## config.mk

```make
export PLATFORM = sky130hd
export DESIGN_NAME = sram_arbiter_flat
export DESIGN_NICKNAME = d
export VERILOG_FILES = /design/src/rtl/sram_arbiter_if.sv /design/src/rtl/sram_arbiter.sv /design/src/flat_wrapper.sv
export SDC_FILE = /design/constraint.sdc
export NUM_CORES = 1
export LEC_CHECK = 0
export BUFFER_PORTS_ARGS = -buffer_cell sky130_fd_sc_hd__buf_2
export CORE_ASPECT_RATIO = 0.6
export CORE_MARGIN = 2
export CORE_UTILIZATION = 46
export DETAILED_ROUTE_END_ITERATION = 10
export PLACE_DENSITY = 0.8
export SYNTH_ARGS = -nofsm -noshare
export SYNTH_HDL_FRONTEND = slang
export SYNTH_SLANG_ARGS = --single-unit
```

## constraint.sdc

```tcl
create_clock -name zclk -period 2 [get_ports zclk]
set_input_delay 0.3 -clock zclk [delete_from_list [all_inputs] [get_ports zclk]]
set_output_delay 0.3 -clock zclk [all_outputs]
set_load 0.01 [all_outputs]
```

## src/rtl/sram_arbiter_if.sv

```systemverilog
// ============================================================================
// Module : sram_arbiter_if
// Brief  : CPU, video and SRAM pin bundle shared by the SRAM arbiter.
// Rev    : 1.0
// ============================================================================
`default_nettype none

interface sram_arbiter_if #(
    parameter int ADDR_W = 18
);
    logic              cpu_req;
    logic              cpu_wr;
    logic [15:0]       cpu_a;
    logic [7:0]        cpu_dout;
    logic [7:0]        cpu_din;
    logic              cpu_wait;
    logic              vid_req;
    logic [ADDR_W-1:0] vid_a;
    logic              vid_ack;
    logic [15:0]       vid_data;
    logic [ADDR_W-1:0] sram_a;
    logic [15:0]       sram_do;
    logic [15:0]       sram_di;
    logic              sram_oe_dq;
    logic              sram_we_n;
    logic              sram_oe_n;
    logic [1:0]        sram_be_n;

    // Arbiter side
    modport slave (
        input  cpu_req, cpu_wr, cpu_a, cpu_dout, vid_req, vid_a, sram_di,
        output cpu_din, cpu_wait, vid_ack, vid_data,
        output sram_a, sram_do, sram_oe_dq, sram_we_n, sram_oe_n, sram_be_n
    );

    // Requester / SRAM side
    modport master (
        output cpu_req, cpu_wr, cpu_a, cpu_dout, vid_req, vid_a, sram_di,
        input  cpu_din, cpu_wait, vid_ack, vid_data,
        input  sram_a, sram_do, sram_oe_dq, sram_we_n, sram_oe_n, sram_be_n
    );
endinterface

`default_nettype wire

```

## src/rtl/sram_arbiter.sv

```systemverilog
// ============================================================================
// Module : sram_arbiter
// Brief  : Shares one 16-bit SRAM between the Z80 byte port and video word
//          reads; optional stall counter enabled by ARB_STATS_EN.
// Rev    : 1.0
// ============================================================================
`default_nettype none

module sram_arbiter #(
    parameter int ADDR_W   = 18,
    parameter int ACC_CYC  = 2,
    parameter int VID_HOLD = 4,
    parameter int CPU_PAGE = 0
) (
    input  wire logic        zclk,
    input  wire logic        reset,
`ifdef ARB_STATS_EN
    output logic [15:0]      o_cpu_stall_cnt,
`endif
    sram_arbiter_if.slave    bus
);

    localparam int                    c_cyc_w    = $clog2(ACC_CYC);
    localparam int                    c_hold_w   = $clog2(VID_HOLD + 1);
    localparam logic [c_cyc_w-1:0]    c_last     = c_cyc_w'(ACC_CYC - 1);
    localparam logic [c_hold_w-1:0]   c_hold_max = c_hold_w'(VID_HOLD);
    localparam logic [ADDR_W-16:0]    c_page     = (ADDR_W - 15)'(CPU_PAGE);

    typedef enum logic [2:0] {
        S_IDLE   = 3'd0,
        S_CPU_RD = 3'd1,
        S_CPU_WR = 3'd2,
        S_VID_RD = 3'd3,
        S_DONE   = 3'd4
    } state_t;

    state_t              r_state;
    state_t              w_next;
    logic [c_cyc_w-1:0]  r_cyc;
    logic [c_hold_w-1:0] r_hold;
    logic                r_cpu_done;
    logic                r_vid_ack;
    logic                r_lane;
    logic [7:0]          r_wdata;
    logic [7:0]          r_cpu_din;
    logic [15:0]         r_vid_data;
    logic [ADDR_W-1:0]   r_addr;

    logic                w_cpu_pend;
    logic                w_grant_vid;
    logic                w_grant_cpu;
    logic                w_access;
    logic                w_last;
    logic                w_we_n;
    logic                w_oe_n;
    logic                w_oe_dq;
    logic [1:0]          w_be_n;

    // The request that just completed is still high in DONE; it must not re-grant.
    assign w_cpu_pend = bus.cpu_req & ~r_cpu_done;
    assign w_access   = (r_state == S_CPU_RD) || (r_state == S_CPU_WR) || (r_state == S_VID_RD);
    assign w_last     = w_access && (r_cyc == c_last);

    always_ff @(posedge zclk) begin
        if (reset) begin
            r_state <= S_IDLE;
        end else begin
            r_state <= w_next;
        end
    end

    always_comb begin
        w_next      = r_state;
        w_grant_vid = 1'b0;
        w_grant_cpu = 1'b0;
        w_we_n      = 1'b1;
        w_oe_n      = 1'b1;
        w_oe_dq     = 1'b0;
        w_be_n      = 2'b11;
        case (r_state)
            S_IDLE, S_DONE: begin
                if (bus.vid_req && !(w_cpu_pend && (r_hold == c_hold_max))) begin
                    w_grant_vid = 1'b1;
                    w_next      = S_VID_RD;
                end else if (w_cpu_pend) begin
                    w_grant_cpu = 1'b1;
                    w_next      = bus.cpu_wr ? S_CPU_WR : S_CPU_RD;
                end else begin
                    w_next = S_IDLE;
                end
            end
            S_CPU_RD, S_VID_RD: begin
                w_oe_n = 1'b0;
                w_be_n = 2'b00;
                if (w_last) w_next = S_DONE;
            end
            S_CPU_WR: begin
                // Cycle 0 is address/data setup; strobe only afterwards.
                w_oe_dq = 1'b1;
                w_we_n  = (r_cyc == '0);
                w_be_n  = r_lane ? 2'b01 : 2'b10;
                if (w_last) w_next = S_DONE;
            end
            default: w_next = S_IDLE;
        endcase
    end

    always_ff @(posedge zclk) begin
        if (reset) begin
            r_cyc      <= '0;
            r_hold     <= '0;
            r_cpu_done <= 1'b0;
            r_vid_ack  <= 1'b0;
            r_lane     <= 1'b0;
            r_wdata    <= '0;
            r_cpu_din  <= '0;
            r_vid_data <= '0;
            r_addr     <= '0;
        end else begin
            r_cpu_done <= w_last && (r_state != S_VID_RD);
            r_vid_ack  <= w_last && (r_state == S_VID_RD);
            r_cyc      <= (w_access && !w_last) ? r_cyc + 1'b1 : '0;

            if (w_grant_cpu) begin
                r_addr  <= {c_page, bus.cpu_a[15:1]};
                r_lane  <= bus.cpu_a[0];
                r_wdata <= bus.cpu_dout;
            end else if (w_grant_vid) begin
                r_addr <= bus.vid_a;
            end

            if (w_last && (r_state == S_CPU_RD)) begin
                r_cpu_din <= r_lane ? bus.sram_di[15:8] : bus.sram_di[7:0];
            end
            if (w_last && (r_state == S_VID_RD)) begin
                r_vid_data <= bus.sram_di;
            end

            // Video burst budget counts raw cpu_req so a held CPU request gets every (VID_HOLD+1)th slot.
            if (!bus.cpu_req || w_grant_cpu) begin
                r_hold <= '0;
            end else if (w_grant_vid && (r_hold != c_hold_max)) begin
                r_hold <= r_hold + 1'b1;
            end
        end
    end

    assign bus.cpu_wait   = bus.cpu_req & ~r_cpu_done;
    assign bus.cpu_din    = r_cpu_din;
    assign bus.vid_ack    = r_vid_ack;
    assign bus.vid_data   = r_vid_data;
    assign bus.sram_a     = r_addr;
    assign bus.sram_do    = {r_wdata, r_wdata};
    assign bus.sram_oe_dq = w_oe_dq;
    assign bus.sram_we_n  = w_we_n;
    assign bus.sram_oe_n  = w_oe_n;
    assign bus.sram_be_n  = w_be_n;

`ifdef ARB_STATS_EN
    logic [15:0] r_stall_cnt;

    always_ff @(posedge zclk) begin
        if (reset) begin
            r_stall_cnt <= '0;
        end else if (bus.cpu_wait && (r_stall_cnt != 16'hFFFF)) begin
            r_stall_cnt <= r_stall_cnt + 16'd1;
        end
    end

    assign o_cpu_stall_cnt = r_stall_cnt;
`endif

endmodule

`default_nettype wire

```

## src/flat_wrapper.sv

```systemverilog
// flat-port wrapper written by rule: the top's interface ports become plain ports
module sram_arbiter_flat 
#(
    parameter int ADDR_W   = 18,
    parameter int ACC_CYC  = 2,
    parameter int VID_HOLD = 4,
    parameter int CPU_PAGE = 0
)
  (zclk, reset, bus_cpu_req, bus_cpu_wr, bus_cpu_a, bus_cpu_dout, bus_vid_req, bus_vid_a, bus_sram_di, bus_cpu_din, bus_cpu_wait, bus_vid_ack, bus_vid_data, bus_sram_a, bus_sram_do, bus_sram_oe_dq, bus_sram_we_n, bus_sram_oe_n, bus_sram_be_n);
  sram_arbiter_if #(.ADDR_W(ADDR_W)) bus_i ();
  input  wire logic zclk;
  input  wire logic reset;
  input wire logic [$bits(bus_i.cpu_req)-1:0] bus_cpu_req;
  input wire logic [$bits(bus_i.cpu_wr)-1:0] bus_cpu_wr;
  input wire logic [$bits(bus_i.cpu_a)-1:0] bus_cpu_a;
  input wire logic [$bits(bus_i.cpu_dout)-1:0] bus_cpu_dout;
  input wire logic [$bits(bus_i.vid_req)-1:0] bus_vid_req;
  input wire logic [$bits(bus_i.vid_a)-1:0] bus_vid_a;
  input wire logic [$bits(bus_i.sram_di)-1:0] bus_sram_di;
  output wire logic [$bits(bus_i.cpu_din)-1:0] bus_cpu_din;
  output wire logic [$bits(bus_i.cpu_wait)-1:0] bus_cpu_wait;
  output wire logic [$bits(bus_i.vid_ack)-1:0] bus_vid_ack;
  output wire logic [$bits(bus_i.vid_data)-1:0] bus_vid_data;
  output wire logic [$bits(bus_i.sram_a)-1:0] bus_sram_a;
  output wire logic [$bits(bus_i.sram_do)-1:0] bus_sram_do;
  output wire logic [$bits(bus_i.sram_oe_dq)-1:0] bus_sram_oe_dq;
  output wire logic [$bits(bus_i.sram_we_n)-1:0] bus_sram_we_n;
  output wire logic [$bits(bus_i.sram_oe_n)-1:0] bus_sram_oe_n;
  output wire logic [$bits(bus_i.sram_be_n)-1:0] bus_sram_be_n;
  assign bus_i.cpu_req = bus_cpu_req;
  assign bus_i.cpu_wr = bus_cpu_wr;
  assign bus_i.cpu_a = bus_cpu_a;
  assign bus_i.cpu_dout = bus_cpu_dout;
  assign bus_i.vid_req = bus_vid_req;
  assign bus_i.vid_a = bus_vid_a;
  assign bus_i.sram_di = bus_sram_di;
  assign bus_cpu_din = bus_i.cpu_din;
  assign bus_cpu_wait = bus_i.cpu_wait;
  assign bus_vid_ack = bus_i.vid_ack;
  assign bus_vid_data = bus_i.vid_data;
  assign bus_sram_a = bus_i.sram_a;
  assign bus_sram_do = bus_i.sram_do;
  assign bus_sram_oe_dq = bus_i.sram_oe_dq;
  assign bus_sram_we_n = bus_i.sram_we_n;
  assign bus_sram_oe_n = bus_i.sram_oe_n;
  assign bus_sram_be_n = bus_i.sram_be_n;
  sram_arbiter #(.ADDR_W(ADDR_W), .ACC_CYC(ACC_CYC), .VID_HOLD(VID_HOLD), .CPU_PAGE(CPU_PAGE)) u_core (.zclk(zclk), .reset(reset), .bus(bus_i));
endmodule
```

# After elaboration in Yosys (flattened, before gate mapping)
# Index checks and enable logic that the tools add are counted.
[totals]
regBits = 60
latch_bits = 0
mem_bits_rw = 0
romBits = 0
inputBits = 63
out_inout_bits = 65
wordCells = 65
n_memories = 0
[op_classes]
add_sub_neg = 2
mul = 0
div_mod_pow = 0
order_cmp = 0
n_eq_ne = 8
shift = 0
mux = 18
n_bitwise = 4
n_reduce_logical = 22
[op_table]
columns = ["operator", "n"]
rows = [
  ["$mux 15", 2],
  ["$reduce_or 2->1", 5],
  ["$mux 3", 3],
  ["$logic_and 1x1->1", 8],
  ["$mux 1", 8],
  ["$mux 8", 1],
  ["$eq 3x2->1 const B", 2],
  ["$eq 3x3->1 const B", 2],
  ["$pmux 3 s2", 1],
  ["$mux 2", 2],
  ["$pmux 2 s2", 1],
  ["$add 3x1->3 const B", 1],
  ["$eq 3x1->1 const B", 1],
  ["$logic_not 1->1", 3],
  ["$logic_not 3->1", 1],
  ["$logic_or 1x1->1", 3],
  ["$ne 3x2->1 const B", 1],
  ["$ne 3x3->1 const B", 1],
  ["$not 1->1", 3],
  ["$reduce_or 3->1", 1],
  ["$ne 2x1->1 const B", 1],
  ["$reduce_bool 2->1", 1],
  ["$add 1x1->1 const B", 1],
  ["$and 1x1->1", 1],
]

# Logic depth before layout (Yosys ltp)
# Gate-level depths: netlist of run 1.
[logic_depth]
ltp_word = 9
mapped_depth = 7
depth_no_buf = 5

# Worst setup path after synthesis of run 1
# OpenSTA, ideal clock, no wires.
[synth_timing]
path_kind = "flip-flop to flip-flop"
startpoint = "reg u_core.r_hold[0]"
endpoint = "reg u_core.r_addr[10] (netlist: u_core.bus.sram_a[10])"
setup_ps = 114
t_arrival_ps = 1483
t_required_ps = 1886
slack_ps = 402
path_stages_with_launch = 7
n_path_buf = 1
period_less_slack_ps = 1598
path_cell_list = "dfxtp_1 -> inv_1 -> ha_1 -> a21boi_2 -> buf_2 -> nor3_1 -> a2111oi_0"
[synth_via]
elab_chain_cells = 7
word_cells_on_any_way = 10
cone_classes = "eq/ne (1); mux (5); reduce/logical (4)"
[synth_lines]
columns = ["item", "line_no", "source"]
rows = [
  ["start, declared", "sram_arbiter.sv:40", "logic [c_hold_w-1:0] r_hold;"],
  ["start signal, assigned", "sram_arbiter.sv:143", "r_hold <= r_hold + 1'b1;"],
  ["$eq 3x3->1 (*)", "sram_arbiter.sv:82", "if (bus.vid_req && !(w_cpu_pend && (r_hold == c_hold_max))) begin"],
  ["$logic_and 1x1->1 (*)", "sram_arbiter.sv:82", ""],
  ["$logic_not 1->1 (*)", "sram_arbiter.sv:82", ""],
  ["$logic_and 1x1->1 (*)", "sram_arbiter.sv:82", ""],
  ["$mux 1", "sram_arbiter.sv:82", ""],
  ["$mux 1", "sram_arbiter.sv:80", "case (r_state)"],
  ["$mux 15 / $reduce_bool 2->1 (equally long branches)", "-", ""],
  ["end signal, assigned", "sram_arbiter.sv:125", "r_addr <= {c_page, bus.cpu_a[15:1]};"],
  ["end signal, assigned", "sram_arbiter.sv:129", "r_addr <= bus.vid_a;"],
  ["end, declared", "sram_arbiter.sv:47", "logic [ADDR_W-1:0] r_addr;"],
]
# Every way passes the cells marked *; elsewhere a longest branch is shown, timed or not.
# A chain may end at the register's enable or synchronous reset.

# Worst setup path after layout of run 1
[layout_timing]
startpoint = "reg u_core.r_hold[0]"
endpoint = "reg u_core.r_addr[13] (netlist: u_core.bus.sram_a[13])"
# Same word-level chain as after synthesis.

==> results of run 1 <==
-- power groups by stage --
stage               sequential [mW]  combinational (mW)  clock [mW]
detailed placement             1.38               0.566           0
global placement               1.38               0.553           0
floorplan                      1.39               0.334           0
finish                         1.36               0.567        1.03
CTS                            1.36               0.568        1.06
global route                   1.37               0.628        1.11
-- metal layers --
layer	global-route usage (%)	share of wire [%]	vias to the layer above
met5	0	0	-
met4	6.757	0.39	0
met3	6.711	5.6	2
met2	38.32	47	80
met1	30.32	47	1271
li1	-	-	1323
-- synthesized netlist by cell type --
cell and instances:
sky130_fd_sc_hd__and2_1 1, sky130_fd_sc_hd__nand3_1 14, sky130_fd_sc_hd__o211ai_2 1, sky130_fd_sc_hd__clkbuf_1 15
sky130_fd_sc_hd__a2111oi_0 15, sky130_fd_sc_hd__nor2_1 13, sky130_fd_sc_hd__a21boi_0 1, sky130_fd_sc_hd__a211oi_1 8
sky130_fd_sc_hd__o21ai_0 15, sky130_fd_sc_hd__or3b_2 1, sky130_fd_sc_hd__buf_2 7, sky130_fd_sc_hd__a21oi_2 1
sky130_fd_sc_hd__and4b_1 3, sky130_fd_sc_hd__inv_1 19, sky130_fd_sc_hd__nor4b_2 1, sky130_fd_sc_hd__o21ai_1 1
sky130_fd_sc_hd__or4b_4 1, sky130_fd_sc_hd__a21oi_1 33, sky130_fd_sc_hd__nor4b_1 1, sky130_fd_sc_hd__a21boi_2 1
sky130_fd_sc_hd__nor4_1 1, sky130_fd_sc_hd__ha_1 2, sky130_fd_sc_hd__nor2b_1 3, sky130_fd_sc_hd__buf_4 8
sky130_fd_sc_hd__dfxtp_1 60, sky130_fd_sc_hd__nor4bb_1 1, sky130_fd_sc_hd__nor3_1 31, sky130_fd_sc_hd__nor3b_1 1
sky130_fd_sc_hd__buf_1 1, sky130_fd_sc_hd__nand2_1 35, sky130_fd_sc_hd__mux2i_1 8, sky130_fd_sc_hd__o22a_1 1
sky130_fd_sc_hd__nand4b_1 2, sky130_fd_sc_hd__buf_6 4, sky130_fd_sc_hd__a2bb2oi_1 1, sky130_fd_sc_hd__a21bo_2 1
sky130_fd_sc_hd__nand2b_1 1
-- kinds of logic after synthesis --
kind of cell | after synthesis | share of synthesized area [%]
AOI/OAI and AO/OA | 79 | 19.13
and+or+nand+nor | 110 | 21.03
adders and majority gates | 2 | 0.9491
muxes | 8 | 3.038
buffers and inverters | 54 | 10.30
DFF | 60 | 45.56
-- sequential cells by signal (all words and copies together) (netlist names) --
register,cells
u_core.r_state,3
u_core.bus.sram_a,18
u_core.r_cpu_done,1
u_core.bus.vid_ack,1
u_core.bus.cpu_din,8
u_core.r_cyc,1
u_core.r_hold,3
u_core.r_lane,1
u_core.bus.vid_data,16
u_core.r_wdata,8
-- final cells by class --
cell class / instances / area share (%)
sequential: 60 / 34.95
multi-input combinational: 199 / 34.04
timing repair buffer: 137 / 20.68
clock buffer: 13 / 4.332
tap: 80 / 2.912
inverter: 19 / 2.075
clock inverter: 2 / 1.019
-- worst paths after layout --
kind,from,to,slack (ns),depth (start not counted)
setup / recovery,u_core.r_hold[0],u_core.bus.sram_a[13],0.23,6
hold / removal,bus_sram_di[14],u_core.bus.vid_data[14],0.22,3
setup reg to reg,u_core.r_hold[0],u_core.bus.sram_a[13],0.23,6
hold reg to reg,u_core.bus.vid_data[3],u_core.bus.vid_data[3],0.46,2
-- worst min-delay path, cell delays in order --
cell	delay, ns
sky130_fd_sc_hd__buf_2	0.10
sky130_fd_sc_hd__nand2_1	0.05
sky130_fd_sc_hd__a21oi_1	0.05
-- metrics by stage --
| stage | setup slack [ns] | hold slack (ns) |
|---|---|---|
| 2_1_floorplan | 0.4022 | 0.4360 |
| 3_3_place_gp | 0.3860 | 0.4416 |
| 3_5_place_dp | 0.2548 | 0.4492 |
| 4_1_cts | 0.2328 | 0.2015 |
| 5_1_grt | 0.01505 | 0.2071 |
| 6_report | 0.2259 | 0.2201 |
==> load_flow_metrics.sql, run 1 <==
INSERT INTO impl_metrics (metric_group, metric, value, unit) VALUES
('sta', 'fin_skew', '0.007899', 'ns'),
('yosys', 'synth_fp_nets', '378', ''),
('worst_setup_path', 'endpoint_kind', 'register', ''),
('drt', 'detail-route-antenna-nets', '0', ''),
('yosys', 'synth-seq-area-share', '45.56', '%'),
('sta', 'fin_crit_sh', '88.70', '%'),
('sta', 'setup-violations-final', '0', ''),
('worst_setup_path', 'timing.critical_path.arrival', '1.96', 'ns'),
('worst_setup_path', 'timing.critical_path.cells', 'inv_1, ha_1, a21boi_2, buf_4, nor3_1, a2111oi_0', ''),
('power', 'cell_internal_pwr', '2.134', 'mW'),
('layout', 'final_net_count', '491', ''),
('placement', 'dp.final_hpwl', '5.420', 'mm'),
('die', 'die_y', '62.64', 'um'),
('drt', 'count_of_routing_violations_after_the_opening_detailed_route_iteration', '115', ''),
('yosys', 'avgSynthCellArea', '8.423', 'um2'),
('sta', 'slew-limit-headroom', '58.15', '%'),
('cts', 'cts.root.buffer_cell', 'sky130_fd_sc_hd__clkbuf_8', ''),
('placement', 'dp_cells', '495', ''),
('cts', 'tritoncts_clock_tree', 'done', ''),
('global_routing', 'via_count_of_the_first_global_routing_pass', '2649', ''),
('global_routing', 'global_route.usage.total', '23.52', '%'),
('cts', 'clock_path_buffers', '2', ''),
('run', 'cap_viol_max_count', '0', ''),
('layout', 'drive_above_1_share', '36.51', '%'),
('yosys', 'synth_cells', '313', ''),
('worst_setup_path', 'path_class', 'register to register', ''),
('layout', 'fin_cells', '510', ''),
('die', 'floorplan.io_pins', '128', ''),
('run_status', 'outcome', 'finished clean', ''),
('yosys', 'synth_top_cell_by_area', 'sky130_fd_sc_hd__dfxtp_1', ''),
('cts', 'cts.sinks', '60', ''),
('drt', 'via_per_inst', '5.247', ''),
('yosys', 'synth_largest_type_area_fraction', '45.56', '%'),
('worst_setup_path', 'critPathLaunchType', 'register', ''),
('layout', 'layout_common_cells', 'sky130_fd_sc_hd__buf_2, sky130_fd_sc_hd__dfxtp_1, sky130_fd_sc_hd__nand2_1, sky130_fd_sc_hd__a21oi_1, sky130_fd_sc_hd__nor3_1', ''),
('cts', 'hold_buffers', '0', ''),
('cts', 'post_cts.resized_instances', '0', ''),
('power', 'vdd_drop_max', '0.0004789', 'V'),
('layout', 'nFillCells', '501', ''),
('die', 'chipWidth', '101.7', 'um'),
('global_routing', 'antenna_found_initial', '0', ''),
('yosys', 'synth.cell_area', '0.002636', 'mm2'),
('placement', 'place.gp.congestion', '0.8124', ''),
('power', 'pwr-share-comb', '19.2', '%'),
('sta', 'report.final.slew_viol_count', '0', ''),
('layout', 'finish.utilization', '62.00', '%'),
('die', 'start_util', '47.55', '%'),
('placement', 'place.port_buffers', '127', ''),
('layout', 'area_occupied_by_multi_input_gates', '0.001170', 'mm2'),
('yosys', 'netlist_top_cells_area', 'sky130_fd_sc_hd__dfxtp_1, sky130_fd_sc_hd__a21oi_1, sky130_fd_sc_hd__nor3_1', ''),
('layout', 'antenna-diode-count', '0', ''),
('power', 'power_switching_share', '27.88', '%'),
('worst_setup_path', 'critical-path-max-stage-delay', '0.40', 'ns'),
('cts', 'clkSlewWorstSetupHoldPaths', '0.07', 'ns'),
('drt', 'post-route-drc-count', '0', ''),
('sta', 'finalHoldViolations', '0', ''),
('power', 'design_power_total', '2.960', 'mW'),
('die', 'floorplan.rows', '21', ''),
('layout', 'finish.instance_area', '0.003437', 'mm2'),
('cts', 'worst_skew_pair.late_latency', '0.33', 'ns'),
('worst_setup_path', 'worst_ep_required_time', '2.19', 'ns'),
('cts', 'post-cts-setup-buffer-count', '0', ''),
('min_path', 'min_path_type', 'input port to register', ''),
('worst_setup_path', 'crit_path_top_delay_cell', 'sky130_fd_sc_hd__a2111oi_0', ''),
('layout', 'mostFrequentLayoutCell', 'sky130_fd_sc_hd__buf_2', ''),
('worst_setup_path', 'crit_family', 'compound AO/OA/AOI/OAI gates', ''),
('power', 'clkPwrFrac', '34.9', '%'),
('drt', 'firstDrtPassIters', '4', ''),
('sta', 'clock.fmax', '0.5637', 'GHz'),
('layout', 'sequential_cell_area', '0.001201', 'mm2'),
('sta', 'worst-slew-pin-transition', '0.6273', 'ns');
Power figures use the tool's default switching activity.
==> run 2, diff against run 1 <==
Settings changed: ABC_AREA set to 1, PLACE_DENSITY 0.8 to 0.79.
==> run 2 against run 1 <==
  * Power rose by 6.2%
  * Combinational power increased by 27%
  * Non-clock buffer count down 1
  * Maximum frequency increased by 2.6%
  * Clock skew is 0.0036 ns higher
  * First-iteration DRC count up 68%
  * Synthesized cell count up 25%
  * Routed wire length shrank 2.2%
  * Worst setup slack gained 0.045 ns
  * Sequential share of layout area is 1.3 points lower
  * Sequential cell count did not move
  * Final cell count increased by 17%
  * Critical path type unchanged
==> load_flow_metrics.sql, run 2 <==
INSERT INTO impl_metrics (metric_group, metric, value, unit) VALUES
('cts', 'tritoncts_clock_tree', 'done', ''),
('layout', 'mostFrequentLayoutCell', 'sky130_fd_sc_hd__buf_2', ''),
('worst_setup_path', 'path_class', 'register to register', ''),
('yosys', 'synth_top_cell_by_area', 'sky130_fd_sc_hd__dfxtp_1', ''),
('sta', 'fin_crit_sh', '86.48', '%'),
('drt', 'vias', '2881', ''),
('cts', 'cts_buffers', '9', ''),
('placement', 'dp.final_hpwl', '5.389', 'mm'),
('power', 'power_density', '879.2', 'mW/mm2'),
('layout', 'nFillCells', '532', ''),
('worst_setup_path', 'crit_path_top_delay_cell', 'sky130_fd_sc_hd__dfxtp_1', ''),
('worst_setup_path', 'worst_ep_required_time', '2.22', 'ns'),
('power', 'vdd_drop_max', '0.0004997', 'V'),
('cts', 'cts.root.buffer_cell', 'sky130_fd_sc_hd__clkbuf_8', ''),
('layout', 'final_net_count', '575', ''),
('global_routing', 'global_route_wire_length_before_repair', '11.95', 'mm'),
('layout', 'antenna-diode-count', '0', ''),
('drt', 'count_of_routing_violations_after_the_opening_detailed_route_iteration', '193', ''),
('yosys', 'ys.flop_type', 'sky130_fd_sc_hd__dfxtp_1', ''),
('drt', 'wirelength', '7.228', 'mm'),
('die', 'floorplan.rows', '21', ''),
('worst_setup_path', 'crit_family', 'simple AND/OR/NAND/NOR gates', ''),
('yosys', 'synth.cell_area', '0.002750', 'mm2'),
('sta', 'setup-violations-final', '0', ''),
('yosys', 'synth_warnings', '0', ''),
('yosys', 'synth_largest_type_area_fraction', '43.68', '%'),
('sta', 'report.final.slew_viol_count', '0', ''),
('drt', 'wire_per_inst', '12.15', 'um'),
('cts', 'clkSlewWorstSetupHoldPaths', '0.07', 'ns'),
('placement', 'dp_cells', '575', ''),
('global_routing', 'use_met1', '28.89', '%'),
('sta', 'clock.fmax', '0.5782', 'GHz'),
('sta', 'fin_crit', '1.730', 'ns'),
('cts', 'clock_path_buffers', '2', ''),
('yosys', 'synth_async_sr_flop_share', '0', '%'),
('drt', 'detail-route-antenna-nets', '0', ''),
('yosys', 'synth_cells', '390', ''),
('sta', 'slew-limit-headroom', '67.18', '%'),
('sta', 'finalHoldViolations', '0', ''),
('sta', 'worst-slew-pin-transition', '0.4918', 'ns'),
('power', 'leakagePower', '1.863', 'nW'),
('yosys', 'synth_fp_nets', '455', ''),
('layout', 'area_growth_syn_to_layout', '29.94', '%'),
('drt', 'via_per_inst', '4.842', ''),
('yosys', 'synth-seq-area-share', '43.68', '%'),
('worst_setup_path', 'cp.buffers_inverters', '2', ''),
('cts', 'cts.sinks', '60', ''),
('global_routing', 'via_count_of_the_first_global_routing_pass', '2673', ''),
('yosys', 'synth-edff-count', '0', ''),
('drt', 'post-route-drc-count', '0', ''),
('layout', 'drive_above_1_share', '32.23', '%'),
('worst_setup_path', 'endpoint_kind', 'register', ''),
('cts', 'worst_skew_pair.late_latency', '0.33', 'ns'),
('power', 'design_power_total', '3.142', 'mW'),
('placement', 'place.port_buffers', '127', ''),
('layout', 'largest_register_ffs', '18', ''),
('layout', 'finish.utilization', '62.96', '%'),
('global_routing', 'grt_max_degree', '38', ''),
('sta', 'setup_tns', '0', 'ns'),
('die', 'fp.coreArea', '0.005675', 'mm2'),
('global_routing', 'grt.met3_usage', '6.429', '%'),
('yosys', 'yosys_register_bits', '60', ''),
('worst_setup_path', 'most_frequent_cell_on_critical_path', 'sky130_fd_sc_hd__nor2_1', ''),
('yosys', 'synth.cells.most_frequent', 'sky130_fd_sc_hd__nand2_1, sky130_fd_sc_hd__nor2_1, sky130_fd_sc_hd__dfxtp_1', ''),
('worst_setup_path', 'timing.critical_path.arrival', '1.95', 'ns'),
('sta', 'rsz0062_at_grt', 'false', ''),
('worst_setup_path', 'critical-path-max-stage-delay', '0.35', 'ns'),
('global_routing', 'grtUsageMet2', '35.36', '%'),
('drt', 'firstDrtPassIters', '4', ''),
('yosys', 'yosysUniqueCellTypes', '29', ''),
('run_status', 'outcome', 'finished clean', ''),
('global_routing', 'antenna_found_initial', '0', ''),
('run', 'cap_viol_max_count', '0', ''),
('placement', 'place.gp.congestion', '0.8555', ''),
('layout', 'fin_cells', '595', ''),
('yosys', 'avgSynthCellArea', '7.052', 'um2'),
('min_path', 'min_path_type', 'input port to register', ''),
('global_routing', 'global_route.usage.total', '22.12', '%'),
('die', 'floorplan.die_area', '0.006634', 'mm2'),
('die', 'die_y', '63.90', 'um'),
('die', 'start_util', '48.46', '%'),
('yosys', 'yosys.cell_count.top_type', 'sky130_fd_sc_hd__nand2_1', ''),
('worst_setup_path', 'critPathLaunchType', 'register', ''),
('die', 'chipWidth', '103.8', 'um'),
('yosys', 'netlist_top_cells_area', 'sky130_fd_sc_hd__dfxtp_1, sky130_fd_sc_hd__nand2_1, sky130_fd_sc_hd__nor2_1', ''),
('layout', 'layout_common_cells', 'sky130_fd_sc_hd__buf_2, sky130_fd_sc_hd__nand2_1, sky130_fd_sc_hd__nor2_1, sky130_fd_sc_hd__dfxtp_1, sky130_fd_sc_hd__nand3_1', ''),
('sta', 'fin_skew', '0.01151', 'ns'),
('cts', 'cts_htree_levels', '3', ''),
('worst_setup_path', 'crit_fanout', '27', ''),
('global_routing', 'gr-max-usage-layer', 'met2', ''),
('worst_setup_path', 'timing.critical_path.cells', 'inv_1, ha_1, nand2_2, a21oi_4, nand2_4, clkinvlp_4, nor2_1, nor2_1', ''),
('die', 'floorplan.io_pins', '128', ''),
('global_routing', 'gr-total-overflow', '0', '');
==> run 2: cell types whose count changed after synthesis, sizes merged, moves of 12 or more <==
cell,delta
a2111oi,-15
nand2,+40
nand3,+35
inv,+20
nor3,-29
o21ai,+12
nor2,+62
==> run 2: logic make-up (layout without fill, tap and decap cells) <==
family / after synthesis / in the layout / share of synthesized area, %
simple gates: 206 / 206 / 32.76
fa+ha+maj: 2 / 2 / 0.9098
compound gates: 54 / 54 / 10.42
xor+xnor: 1 / 1 / 0.3185
buf+inv: 67 / 192 / 11.92
flops: 60 / 60 / 43.68
==> run 2: where the power goes <==
part | internal, mW | switching [mW] | leakage [nW]
combinational | 0.277 | 0.441 | 1.27
sequential | 1.30 | 0.0743 | 0.490
clock | 0.608 | 0.446 | 0.100
total | 2.18 | 0.961 | 1.86
==> run 2: metrics by stage <==
stage                     instance area (um2)  hold slack (ns)  setup slack (ns)
after global routing                     3573           0.2129           0.06668
after floorplan                          2750           0.4419            0.6156
after detailed placement                 3346           0.4534            0.1337
final                                    3573           0.2217            0.2705
after CTS                                3540           0.2052            0.1220
after global placement                   3346           0.4482            0.2434
==> run 2: worst reg2reg max path: stages (launching register included) <==
cell                         delay [ns]
sky130_fd_sc_hd__dfxtp_1           0.35
sky130_fd_sc_hd__inv_1             0.07
sky130_fd_sc_hd__ha_1              0.21
sky130_fd_sc_hd__nand2_2           0.16
sky130_fd_sc_hd__a21oi_4           0.13
sky130_fd_sc_hd__nand2_4           0.26
sky130_fd_sc_hd__clkinvlp_4        0.25
sky130_fd_sc_hd__nor2_1            0.15
sky130_fd_sc_hd__nor2_1            0.06
==> run 2: routing by layer <==
| metal | up-vias | share of wire (%) |
|---|---|---|
| li1 | 1470 | - |
| met1 | 1305 | 48 |
| met2 | 102 | 45 |
| met3 | 4 | 6.9 |
| met4 | 0 | 0.64 |
| met5 | - | 0 |
==> run 2: what timing repair did <==
action | in CTS | in global routing
gates resized for setup | 0 | 1
endpoints found under the setup margin | 0 | 12
hold buffers | 0 | 0
setup buffers | 0 | 4
==> run 2: final timing paths <==
kind / slack, ns / end / cells after the start / from
setup / recovery: 0.27 / u_core.r_wdata[5] / 8 / u_core.r_hold[0]
hold / removal: 0.22 / u_core.r_wdata[7] / 3 / bus_cpu_dout[7]
setup reg to reg: 0.27 / u_core.r_wdata[5] / 8 / u_core.r_hold[0]
hold reg to reg: 0.46 / u_core.bus.vid_data[11] / 2 / u_core.bus.vid_data[11]
==> run 2: final cells by class <==
class / count / area (um2) / area share, %
repair buffers: 136 / 703.2 / 19.68
clock inverters: 4 / 48.80 / 1.366
clock buffers: 12 / 145.1 / 4.062
inverters: 40 / 153.9 / 4.307
flip-flops and latches: 60 / 1201 / 33.61
multi-input cells: 263 / 1221 / 34.17
well taps: 80 / 100.1 / 2.801
